--- config.mk ---
export PLATFORM = sky130hd
export DESIGN_NAME = pc_fetch_sequencer
export DESIGN_NICKNAME = d
export VERILOG_FILES = /design/src/rtl/pc_seq_pkg.sv /design/src/rtl/pc_fetch_sequencer_pc_reg.sv /design/src/rtl/pc_fetch_sequencer.sv
export SDC_FILE = /design/constraint.sdc
export NUM_CORES = 1
export LEC_CHECK = 0
export ABC_CLOCK_PERIOD_IN_PS = 2700
export CORE_MARGIN = 4
export CORE_UTILIZATION = 40
export DETAILED_ROUTE_END_ITERATION = 8
export PLACE_DENSITY = 0.65
export SYNTH_ARGS = -nofsm -noshare
export SYNTH_HDL_FRONTEND = slang
export SYNTH_SLANG_ARGS = --single-unit
export TNS_END_PERCENT = 20
--- constraint.sdc ---
create_clock -name clk -period 2.7 [get_ports clk]
set_clock_uncertainty 0.15 [all_clocks]
set_input_delay 0.27 -clock clk [delete_from_list [all_inputs] [get_ports clk]]
set_output_delay 0.27 -clock clk [all_outputs]
set_load 0.03 [all_outputs]
--- src/rtl/pc_seq_pkg.sv ---
// pc_seq_pkg: shared definitions for the PC fetch sequencer.
//   RESET_PC_DEF / PC_STEP_DEF : default parameter values
//   state_t                    : fetch FSM state encoding
//   align_word()               : clears the byte offset of an address
package pc_seq_pkg;

   localparam logic [31:0] RESET_PC_DEF = 32'h0000_3000;
   localparam logic [31:0] PC_STEP_DEF  = 32'd4;

   typedef enum logic [1:0] {
      IDLE    = 2'd0,
      FETCH   = 2'd1,
      DELIVER = 2'd2
   } state_t;

   function automatic logic [31:0] align_word(input logic [31:0] a);
      return {a[31:2], 2'b00};
   endfunction

endpackage

--- src/rtl/pc_fetch_sequencer_pc_reg.sv ---
// pc_reg: 32-bit program counter register.
//   clk, rst_n : clock, async active-low reset (resets to RESET_PC)
//   ld         : load enable
//   d          : next value
//   q          : current PC
module pc_reg #(
   parameter logic [31:0] RESET_PC = 32'h0000_3000
) (
   input  logic        clk,
   input  logic        rst_n,
   input  logic        ld,
   input  logic [31:0] d,
   output logic [31:0] q
);

   always_ff @(posedge clk or negedge rst_n) begin
      if (!rst_n)  q <= RESET_PC;
      else if (ld) q <= d;
   end

endmodule

--- src/rtl/pc_fetch_sequencer.sv ---
// pc_fetch_sequencer: owns the PC and sequences instruction fetch.
//   clk, rst_n                  : clock, async active-low reset
//   imem_req/addr/ack/rdata     : one-at-a-time fetch to instruction memory
//   inst_valid/inst/inst_pc     : fetched word to decode, held until inst_ready
//   inst_ready                  : decode accepts
//   redirect_valid/target       : branch/jump pulse from execute
//   addr_err                    : sticky misaligned-redirect flag, present only
//                                 when PC_FETCH_SEQUENCER_ALIGN_CHECK_EN is defined
// An outstanding memory request is never cancelled: a redirect during a fetch
// is parked in pend_target and applied when the ack arrives.
module pc_fetch_sequencer
   import pc_seq_pkg::*;
#(
   parameter logic [31:0] RESET_PC = RESET_PC_DEF,
   parameter logic [31:0] PC_STEP  = PC_STEP_DEF
) (
   input  logic        clk,
   input  logic        rst_n,
   output logic        imem_req,
   output logic [31:0] imem_addr,
   input  logic        imem_ack,
   input  logic [31:0] imem_rdata,
   output logic        inst_valid,
   output logic [31:0] inst,
   output logic [31:0] inst_pc,
   input  logic        inst_ready,
   input  logic        redirect_valid,
   input  logic [31:0] redirect_target
`ifdef PC_FETCH_SEQUENCER_ALIGN_CHECK_EN
  ,output logic        addr_err
`endif
);

   state_t      state, state_n;
   logic [31:0] pc, pc_d;
   logic        pc_ld;
   logic        req_n, vld_n, flush, flush_n;
   logic [31:0] inst_n, ipc_n, pend_target, pend_n, tgt;

   assign tgt       = align_word(redirect_target);
   assign imem_addr = pc;

   pc_reg #(.RESET_PC(RESET_PC)) u_pc (
      .clk  (clk),
      .rst_n(rst_n),
      .ld   (pc_ld),
      .d    (pc_d),
      .q    (pc)
   );

   always_ff @(posedge clk or negedge rst_n) begin
      if (!rst_n) state <= IDLE;
      else        state <= state_n;
   end

   always_comb begin
      state_n = state;
      pc_ld   = 1'b0;
      pc_d    = pc + PC_STEP;    // wraps modulo 2^32
      req_n   = imem_req;
      vld_n   = inst_valid;
      inst_n  = inst;
      ipc_n   = inst_pc;
      flush_n = flush;
      pend_n  = pend_target;
      case (state)
         IDLE: begin
            state_n = FETCH;
            req_n   = 1'b1;
            if (redirect_valid) begin
               pc_ld = 1'b1;
               pc_d  = tgt;
            end
         end
         FETCH: begin
            if (!imem_req) begin
               // one-cycle gap after a discarded ack; nothing is in flight,
               // so a redirect here can move the PC directly
               req_n = 1'b1;
               if (redirect_valid) begin
                  pc_ld = 1'b1;
                  pc_d  = tgt;
               end
            end else if (imem_ack) begin
               if (redirect_valid || flush) begin
                  // wrong-path data: drop it, restart at the newest target
                  pc_ld   = 1'b1;
                  pc_d    = redirect_valid ? tgt : pend_target;
                  flush_n = 1'b0;
                  req_n   = 1'b0;
               end else begin
                  inst_n  = imem_rdata;
                  ipc_n   = pc;
                  vld_n   = 1'b1;
                  req_n   = 1'b0;
                  state_n = DELIVER;
               end
            end else if (redirect_valid) begin
               flush_n = 1'b1;
               pend_n  = tgt;
            end
         end
         DELIVER: begin
            // redirect takes priority: the held instruction is wrong-path
            if (redirect_valid) begin
               vld_n   = 1'b0;
               pc_ld   = 1'b1;
               pc_d    = tgt;
               req_n   = 1'b1;
               state_n = FETCH;
            end else if (inst_ready) begin
               vld_n   = 1'b0;
               pc_ld   = 1'b1;
               req_n   = 1'b1;
               state_n = FETCH;
            end
         end
         default: begin
            state_n = IDLE;
            req_n   = 1'b0;
            vld_n   = 1'b0;
         end
      endcase
   end

   always_ff @(posedge clk or negedge rst_n) begin
      if (!rst_n) begin
         imem_req    <= 1'b0;
         inst_valid  <= 1'b0;
         inst        <= '0;
         inst_pc     <= '0;
         flush       <= 1'b0;
         pend_target <= '0;
      end else begin
         imem_req    <= req_n;
         inst_valid  <= vld_n;
         inst        <= inst_n;
         inst_pc     <= ipc_n;
         flush       <= flush_n;
         pend_target <= pend_n;
      end
   end

`ifdef PC_FETCH_SEQUENCER_ALIGN_CHECK_EN
   always_ff @(posedge clk or negedge rst_n) begin
      if (!rst_n)                                           addr_err <= 1'b0;
      else if (redirect_valid && (redirect_target[1:0] != 2'b00)) addr_err <= 1'b1;
   end
`endif

endmodule

==> metrics.txt <==
post-route ant nets=0; Worst Hold Launch=redirect_target[13]; Via density=5.55; max-cap violation count=0; net switching power=4.72 mW; grt met3 use=4.91%; CP max-delay cell=dfrtp_1; Tmin final=2.40 ns; post-synthesis register bit count=133; layout cells sized above 1=23.1%; switch share=39.5%; Worst-path clk slew=0.06 ns; first-pass GRT wire length=29800 um; kind of critical path=reg -> reg; P&R area growth vs syn=43.4%; Worst Tran Pin Value=0.631 ns; clk buf depth=2; final hold slack=0.233 ns; Static Leakage=3.78 nW; grt peak-use layer=met2; ys async rst share=100%; die height=134 um; post-CTS setup buffers=0; Worst EP arrival=2.53 ns; Cells after Synth=549; clk_lat worst skew=0.42 ns; clk sink count=133; Final HPWL DP=13300 um; Post-Syn Nets=619; final setup violation count=0; row count=45; setup TNS=0 ns; n_diodes=0; initial antenna violation count=0; Final period util=88.8%; CTS buffer count=17; crit-path leading delay family=compound AO/OA/AOI/OAI gates; crit-path cells=o21a_1 -> o221ai_1 -> buf_4 -> and3_1 -> a221oi_1 -> o21ai_0; Slew headroom=57.9%; RSZ-0062 raised after global routing=no; EDFF count, synth=0; GRT Total Usage=20.9%; Slew Viols, Final=0; met1 Track Usage GR=28.6%; Cell Area, Synth=0.00634 mm^2; Avg Inst Size Synth=11.5 um^2; overall die width=134 um; Root Buffer=clkbuf_16; Pwr Density=1310 mW/mm^2; post-route total power=11.9 mW; core area=0.0154 mm^2; # DRC=0; Synth Warn #=0; startpoint types=flop; I/O pin cnt=167; Combinational Power Share=47.6%; grt ovf=0; via count=5320; Reg2Reg Launch Point=state[1]; Worst path max stage delay=0.64 ns; Distinct cells, synth=70; share of power burned in registers=31.2%; TritonCTS clock tree=done; Clk network pwr share=21.2%; vias in the first global route=5514; Initial Util=41.2%; Total Routed Length=18400 um; largest net degree at the start of global routing=67; Max Clk Rate=417 MHz; gpl congestion=0.947; # nets final=808; CP bufs+invs=1; crit end category=flop; DR iter-0 viols=348; final hold vios=0; status=finished, final reports clean; Hold Path Class=in -> reg; Top FF cell, synth=dfrtp_1; H-tree levels=4; worst vdd ir=0.867 mV; crit-path max FO=16; Die Area=0.0179 mm^2; buffers added on ports=164; GR Util met2=33.0%; sequential fraction of the synthesis area=52.6%; Worst EP required=2.83 ns; Initial DRT Pass Iterations=7; Int Pwr=7.22 mW; WL per Instance=19.2 um; CP Launch Point=state[1]
## power by group through the flow
stage / registers (mW) / clock network (mW) / logic [mW]
CTS: 3.72 / 2.58 / 5.72
global placement: 3.68 / 0 / 5.62
finish: 3.72 / 2.54 / 5.68
detailed placement: 3.74 / 0 / 5.70
global route: 3.86 / 2.67 / 6.05
floorplan: 4.92 / 0 / 2.05
## sequential cells by signal, summed over array words and instances, names as in the netlist
signal / count
inst: 32
inst_valid: 1
pend_target: 32
imem_req: 1
state: 2
flush: 1
inst_pc: 32
u_pc.q: 32
## placed cells by master, fill, tap and decap left out, types with 5 or more instances in the layout
cell type,instances
xnor2_1,8
and3_1,11
clkdlybuf4s50_1,163
buf_4,34
a31oi_1,9
nand2_1,28
clkbuf_16,17
mux2_2,89
inv_1,7
nand3_1,18
o21ai_0,29
a21o_1,5
a221oi_1,6
a22oi_1,7
nand4_1,10
a21oi_1,23
bufinv_16,5
dfrtp_1,131
nor3_1,10
nor2_1,26
## cell usage after synthesis, types with 8 or more instances
library cell / number / area share (%)
a21oi_1: 23 / 1.8
a31oi_1: 9 / 0.89
and3_1: 11 / 1.1
buf_2: 22 / 1.7
clkbuf_1: 8 / 0.47
dfrtp_1: 131 / 52
mux2_2: 89 / 16
nand2_1: 29 / 1.7
nand3_1: 18 / 1.4
nand4_1: 10 / 0.99
nor2_1: 26 / 1.5
nor3_1: 10 / 0.79
o21ai_0: 29 / 2.3
xnor2_1: 8 / 1.1
## tightest hold or removal path, stage by stage
cell,delay (ns)
clkdlybuf4s50_1,0.41
nand2_1,0.07
a32oi_1,0.05
## what timing repair did
| item | 4_1_cts | 5_1_grt |
|---|---|---|
| hold buffers | 1 | 0 |
| resized for setup | 0 | 0 |
| endpoints found under the setup margin | 0 | 0 |
| endpoints found under the hold margin | 63 | 0 |
## cell type report
cell class	instances	area [um^2]
fill	1311	6280
sequential	133	3330
multi-input combinational	375	2830
timing repair buffer	203	1990
clock buffer	20	467
tap	211	264
clock inverter	9	176
inverter	8	30.0
## per-layer routing
metal | up-vias | share of wire, %
met1 | 2641 | 45
li1 | 2440 | -
met5 | - | 0
met2 | 208 | 47
met4 | 0 | 1.8
met3 | 31 | 6.5
## kinds of logic (layout without fill, tap and decap cells)
| group | Yosys count | in the layout | share of synthesized area (%) |
|---|---|---|---|
| flip-flops | 133 | 133 | 52.6 |
| buffers and inverters | 41 | 240 | 3.00 |
| AO/OA/AOI/OAI | 128 | 128 | 13.9 |
| adder cells (fa/ha/maj) | 1 | 1 | 0.197 |
| multiplexers | 94 | 94 | 16.6 |
| AND/OR/NAND/NOR | 141 | 141 | 12.2 |
| XOR/XNOR | 11 | 11 | 1.52 |
## final timing paths
path                                    to  slack [ns]  cells after the start
max reg2reg                     u_pc.q[22]        0.30                      6
max in group asynchronous  pend_target[17]        1.43                      3
min                             u_pc.q[13]        0.23                      3
min reg2reg                     inst_valid        0.33                      2
max                             u_pc.q[22]        0.30                      6
min in group asynchronous         inst[29]        0.27                      2
## stage by stage
stage                     instance area (um^2)  instances  setup slack, ns  utilization (%)
after CTS                                 9090        959            0.302             59.1
after detailed placement                  8430        929            0.155             54.9
after global routing                      9090        959           0.0884             59.1
after global placement                    8430        929            0.201             54.9
final                                     9090        959            0.301             59.1
after floorplan                           6340        549            0.479                -
No activity file was read; power rests on OpenSTA's default activity.
